File: src/rtl/fifo_write_arbiter_pkg.sv
// Shared types and default parameters for the fifo write-port arbiter and its picker.
package fifo_write_arbiter_pkg;

   localparam int DEF_N         = 4;
   localparam int DEF_WIDTH     = 8;
   localparam int DEF_MAX_BURST = 16;

   typedef enum logic {
      ARB_IDLE  = 1'b0,
      ARB_BURST = 1'b1
   } arb_state_t;

   // Ceiling log2 clamped to 1 so an index or counter never collapses to zero width.
   function automatic int clog2_min1(input int value);
      return (value <= 2) ? 1 : $clog2(value);
   endfunction

endpackage

File: src/rtl/fifo_write_arbiter_rr_pick.sv
// Combinational round-robin picker: rotate the request vector by the pointer,
// find the first set bit, then rotate the winner back to its absolute index.
module fifo_write_arbiter_rr_pick
   import fifo_write_arbiter_pkg::*;
#(
   parameter int N       = DEF_N,
   parameter int ID_BITS = clog2_min1(N)
) (
   input  logic [N-1:0]       i_req,
   input  logic [ID_BITS-1:0] i_ptr,
   output logic [N-1:0]       o_pick,
   output logic [ID_BITS-1:0] o_pick_id
);

   logic [N-1:0]       w_rot;
   logic [ID_BITS-1:0] w_first_id;
   logic [ID_BITS-1:0] w_rot_idx;
   logic               w_any;

   // w_rot[i] is the requester i places above the pointer.
   always_comb begin
      w_rot     = '0;
      w_rot_idx = '0;
      for (int i = 0; i < N; i++) begin
         w_rot_idx = ID_BITS'((i + int'(i_ptr)) % N);
         w_rot[i]  = i_req[w_rot_idx];
      end
   end

   always_comb begin
      w_first_id = '0;
      for (int i = N - 1; i >= 0; i--) begin
         if (w_rot[i]) begin
            w_first_id = ID_BITS'(i);
         end
      end
   end

   assign w_any     = |w_rot;
   assign o_pick_id = ID_BITS'((int'(w_first_id) + int'(i_ptr)) % N);

   always_comb begin
      o_pick = '0;
      if (w_any) begin
         o_pick[o_pick_id] = 1'b1;
      end
   end

endmodule

File: src/rtl/fifo_write_arbiter.sv
// Round-robin, packet-granular arbiter sharing one fifo write port among N requesters;
// writes are gated by the fifo's space_available so the fifo never sees an overflow write.
module fifo_write_arbiter
   import fifo_write_arbiter_pkg::*;
#(
   parameter  int N         = DEF_N,
   parameter  int WIDTH     = DEF_WIDTH,
   parameter  int MAX_BURST = DEF_MAX_BURST,
   parameter  int ID_BITS   = clog2_min1(N),
   localparam int CNT_BITS  = clog2_min1(MAX_BURST)
) (
   input  logic                i_clk,
   input  logic                i_reset_n,
   input  logic [N-1:0]        i_req,
   input  logic [N-1:0]        i_last,
   input  logic [N*WIDTH-1:0]  i_data,
   output logic [N-1:0]        o_ack,
   output logic [N-1:0]        o_grant,
   output logic [ID_BITS-1:0]  o_owner,
   input  logic                i_fifo_space_available,
   output logic [WIDTH-1:0]    o_fifo_write_data,
   output logic                o_fifo_write_strobe,
   output logic                o_forced_release,
   output arb_state_t          o_dbg_state,
   output logic [ID_BITS-1:0]  o_dbg_rr_ptr,
   output logic [CNT_BITS-1:0] o_dbg_count
);

   // Handshake: a word on lane i moves when req[i] and ack[i] are both high in the same
   // cycle; ack is combinational from req[owner] and space_available, and the requester
   // holds data/last stable while req is high and ack is low.

   localparam logic [CNT_BITS-1:0] LP_CNT_LAST = CNT_BITS'(MAX_BURST - 1);
   localparam logic [ID_BITS-1:0]  LP_ID_LAST  = ID_BITS'(N - 1);

   arb_state_t          r_state, w_state_nx;
   logic [N-1:0]        r_grant, w_grant_nx;
   logic [ID_BITS-1:0]  r_owner, w_owner_nx;
   logic [ID_BITS-1:0]  r_rr_ptr, w_rr_ptr_nx;
   logic [CNT_BITS-1:0] r_count, w_count_nx;
   logic                r_forced_release, w_forced_nx;

   logic [N-1:0]        w_pick;
   logic [ID_BITS-1:0]  w_pick_id;
   logic [N-1:0]        w_owner_oh;
   logic [ID_BITS-1:0]  w_owner_inc;
   logic                w_req_own;
   logic                w_last_own;
   logic                w_xfer;
   logic                w_release;

   fifo_write_arbiter_rr_pick #(
      .N       (N),
      .ID_BITS (ID_BITS)
   ) u_rr_pick (
      .i_req     (i_req),
      .i_ptr     (r_rr_ptr),
      .o_pick    (w_pick),
      .o_pick_id (w_pick_id)
   );

   always_comb begin
      w_owner_oh = '0;
      for (int i = 0; i < N; i++) begin
         w_owner_oh[i] = (r_owner == ID_BITS'(i));
      end
   end

   assign w_req_own   = |(i_req & w_owner_oh);
   assign w_last_own  = |(i_last & w_owner_oh);
   assign w_xfer      = (r_state == ARB_BURST) && w_req_own && i_fifo_space_available;
   assign w_owner_inc = (r_owner == LP_ID_LAST) ? '0 : r_owner + ID_BITS'(1);

   always_comb begin
      w_state_nx  = r_state;
      w_grant_nx  = r_grant;
      w_owner_nx  = r_owner;
      w_rr_ptr_nx = r_rr_ptr;
      w_count_nx  = r_count;
      w_forced_nx = 1'b0;
      w_release   = 1'b0;
      case (r_state)
         ARB_IDLE: begin
            if (|i_req) begin
               w_state_nx = ARB_BURST;
               w_grant_nx = w_pick;
               w_owner_nx = w_pick_id;
               w_count_nx = '0;
            end
         end
         ARB_BURST: begin
            // A dropped request aborts the packet; a low space_available merely stalls.
            if (!w_req_own) begin
               w_release = 1'b1;
            end else if (w_xfer) begin
               if (w_last_own) begin
                  w_release = 1'b1;
               end else if (r_count == LP_CNT_LAST) begin
                  w_release   = 1'b1;
                  w_forced_nx = 1'b1;
               end else begin
                  w_count_nx = r_count + CNT_BITS'(1);
               end
            end
         end
         default: w_state_nx = ARB_IDLE;
      endcase
      if (w_release) begin
         w_state_nx  = ARB_IDLE;
         w_grant_nx  = '0;
         w_rr_ptr_nx = w_owner_inc;
      end
   end

   always_ff @(posedge i_clk or negedge i_reset_n) begin
      if (!i_reset_n) begin
         r_state          <= ARB_IDLE;
         r_grant          <= '0;
         r_owner          <= '0;
         r_rr_ptr         <= '0;
         r_count          <= '0;
         r_forced_release <= 1'b0;
      end else begin
         r_state          <= w_state_nx;
         r_grant          <= w_grant_nx;
         r_owner          <= w_owner_nx;
         r_rr_ptr         <= w_rr_ptr_nx;
         r_count          <= w_count_nx;
         r_forced_release <= w_forced_nx;
      end
   end

   always_comb begin
      o_fifo_write_data = i_data[WIDTH-1:0];
      for (int i = 1; i < N; i++) begin
         if (r_owner == ID_BITS'(i)) begin
            o_fifo_write_data = i_data[i*WIDTH +: WIDTH];
         end
      end
   end

   assign o_ack               = w_xfer ? w_owner_oh : '0;
   assign o_fifo_write_strobe = w_xfer;
   assign o_grant             = r_grant;
   assign o_owner             = r_owner;
   assign o_forced_release    = r_forced_release;
   assign o_dbg_state         = r_state;
   assign o_dbg_rr_ptr        = r_rr_ptr;
   assign o_dbg_count         = r_count;

endmodule

File: config.mk
export PLATFORM = sky130hd
export DESIGN_NAME = fifo_write_arbiter
export DESIGN_NICKNAME = d
export VERILOG_FILES = /design/src/rtl/fifo_write_arbiter_pkg.sv /design/src/rtl/fifo_write_arbiter_rr_pick.sv /design/src/rtl/fifo_write_arbiter.sv
export SDC_FILE = /design/constraint.sdc
export NUM_CORES = 1
export LEC_CHECK = 0
export CORE_MARGIN = 2
export CORE_UTILIZATION = 40
export CTS_CLUSTER_SIZE = 16
export DETAILED_ROUTE_END_ITERATION = 6
export PLACE_DENSITY = 0.81
export SYNTH_ARGS = -nofsm -noshare
export SYNTH_HDL_FRONTEND = slang
export SYNTH_SLANG_ARGS = --single-unit
File: constraint.sdc
create_clock -name i_clk -period 2.2 [get_ports i_clk]
set_input_delay 0.44 -clock i_clk [delete_from_list [all_inputs] [get_ports i_clk]]
set_output_delay 0.44 -clock i_clk [all_outputs]
set_load 0.01 [all_outputs]
==> flow_metrics.tcl <==
set metrics [dict create \
    start_util 0.4270 \
    gp_congestion 0.7335 \
    synth_top_area_frac 0.2644 \
    core-area_um2 3103 \
    area_delta_synth_final_pct 79.32 \
    drt_wl_total_um 4578 \
    path_max_fanout 5 \
    outcome "finished clean" \
    place_ws_ps -460.2 \
    final_cell_mix "52 x clkdlybuf4s50_1, 28 x buf_4, 17 x nand2_1, 14 x dfrtp_1" \
    syn-num-nets 209 \
    rows 20 \
    h-tree-depth 1 \
    final_common_cell "clkdlybuf4s50_1" \
    async_flop_share 1.000 \
    die_x_um 61.56 \
    period_needed_ps 2169 \
    worst_clock_skew_ps 10.34 \
    drc 0 \
    hold_start "o_dbg_count[3]" \
    synthCells 160 \
    worstPathArrival_ps 1730 \
    die_h_um 61.56 \
    drv_slew 0 \
    clockBufferDepth 2 \
    power_mw 2.847 \
    yosys_warnings 0 \
    drv_cap 0 \
    synthMuxAreaShare 0.1199 \
    ys_seq_elements 14 \
    grt_pass1_wl_um 6658 \
    dp.cells 288 \
    regToRegEndpoint "o_dbg_rr_ptr[0]" \
    root_buffer "clkbuf_4" \
    avgViaCountPerCell 5.274 \
    grt.total_usage 0.2375 \
    rsz0062_at_grt "yes" \
    hold_path_class "flip-flop to flip-flop" \
    r2r_setup_slack_ps 150 \
    worst_setup_path_end_kind "output pin" \
    dp_hpwl_um 3310 \
    drtIter0Drc 59 \
    final_nets 305 \
    dieArea_um2 3789 \
    grt_max_degree 20 \
    cellPowerDensity_nw_per_um2 1198 \
    synth_area_leader_cell "dfrtp_1" \
    max_freq_ghz 0.4610 \
    power_leakage_nw 1.039 \
    critical_path_required_ps 1760 \
    antenna_found_initial 0 \
    grt_overflow_total 0 \
    syn_area_per_cell_um2 8.281 \
    clock_sink_count 14 \
    fin_ws_ps 30.72 \
    reg2reg_from "o_owner[0]" \
    io_pins 70 \
    synth-simple-area-share 0.2502 \
    ys_types 47 \
    vdd_drop_max_mv 0.8817 \
    synth-xor-area-share 0.01322 \
    grt_pass1_vias 1465 \
    io_buffers 69 \
    relSlewSlack 0.4660 \
    setup_violations 0 \
    hold_path_end "o_dbg_count[3]" \
    ys_seq_area_frac 0.2644 \
    worst_hold_slack_ps 526.6 \
    fillerInstances 214 \
    synthAdderAreaFrac 0.05666 \
    wl_per_cell_um 15.31 \
    cts_tree "done" \
    tightest_slew_ps 793.7 \
    synth-main-ff-cell "dfrtp_1" \
    netlist_top_cells_area "dfrtp_1 26%, mux2i_1 8.3%, ha_1 5.7%" \
    synth_edf_count 0 \
    hold_depth 1 \
    drt_pass1_iterations 4 \
    clk_pin_slew_ps 90 \
    worstSetupStartpointType "flip-flop" \
    min_period_over_period 0.9860 \
    final_core_util 0.7657 \
    critPathLaunch "o_owner[1]" \
    hold_viol_final 0 \
    worstRegToRegCells 7 \
    synth_compound_area_frac 0.2210 \
    synth_top_family_by_area "simple AND/OR/NAND/NOR gates" \
    vias 1577 \
    fin_cells 299 \
    insertion_delay_ps 290 \
    path_class "flip-flop to output pin" \
    layout-drive-gt1-share 0.3098 \
    cts-buffers-inserted 3 \
    antenna_cells 0 \
    ctsHoldBuffers 0 \
    postRouteAntennaNets 0 \
    synth_area_um2 1325 \
]
routing by layer:
layer,track usage,wire length [µm]
met3,0.05042,374
met2,0.4150,2317
met4,0.07599,55
met5,0,0
met1,0.2899,1831
logic make-up (layout without fill, tap and decap cells):
logic type / count (synthesis) / count (layout)
AO/OA/AOI/OAI: 43 / 43
XOR/XNOR: 2 / 2
adder cells (fa/ha/maj): 6 / 6
buffers and inverters: 16 / 111
flip-flops: 14 / 14
multiplexers: 15 / 15
AND/OR/NAND/NOR: 64 / 64
worst max-delay path, stage by stage (launching register included):
cell and delay (ps):
dfrtp_1 430, inv_2 90, ha_4 170, buf_12 130, mux2i_1 200, nor2_1 70
a21oi_1 140, o21ai_1 80, buf_2 140
registers in the layout, summed over array words and instances, names as in the netlist:
| name | flops |
|---|---|
| o_dbg_count | 4 |
| o_dbg_state | 1 |
| o_dbg_rr_ptr | 2 |
| o_owner | 2 |
| o_grant | 4 |
| o_forced_release | 1 |
worst max-delay path by stage:
| stage | to | slack, ps | cells after the start |
|---|---|---|---|
| 3_3_place_gp | o_grant[3] | -370 | 11 |
| 2_1_floorplan | o_ack[0] | 130 | 7 |
| 6_report | o_fifo_write_data[6] | 30 | 8 |
| 4_1_cts | o_fifo_write_strobe | 3 | 7 |
| 3_5_place_dp | o_grant[3] | -460 | 11 |
| 5_1_grt | o_ack[2] | -80 | 7 |
where the power goes:
part,leakage (nW),switching (mW),internal (mW)
clock,0.0210,0.0891,0.101
combinational,0.837,1.05,1.18
sequential,0.181,0.0880,0.340
total,1.04,1.23,1.62
layout make-up:
cell class                 instances  area, µm²  share of cell area
clock buffer                       4      36.28             0.01527
inverter                           6      22.52            0.009479
multi-input combinational        130      980.9              0.4128
sequential                        14      350.3              0.1474
tap                               44      55.05             0.02317
timing repair buffer             101      930.9              0.3918
repair_timing:
action                                  CTS  global route
resized for setup                        62            34
endpoints found under the hold margin     0             0
setup buffers                             6             0
pin swaps                                 4            10
cloned                                    0             1
endpoints found under the setup margin   18            22
metrics by stage:
| step | instance area, µm² | setup TNS (ps) |
|---|---|---|
| after floorplan | 1325 | 0 |
| after global placement | 2195 | -3761 |
| after detailed placement | 2195 | -4611 |
| after CTS | 2263 | 0 |
| after global routing | 2376 | -522.3 |
| final | 2376 | 0 |
synth_stat cells, types with 2 or more instances:
cell type,instances
a21oi_1,11
a22oi_1,4
and2_1,5
buf_2,4
buf_6,3
dfrtp_1,14
ha_1,6
inv_1,6
mux2_1,2
mux2i_1,11
nand2_1,17
nand3_1,8
nand4_1,4
nor2_1,12
nor2b_1,2
nor3_1,6
nor4b_1,2
o21a_1,3
o21ai_0,10
o31ai_1,3
Power figures use the tool's default switching activity.
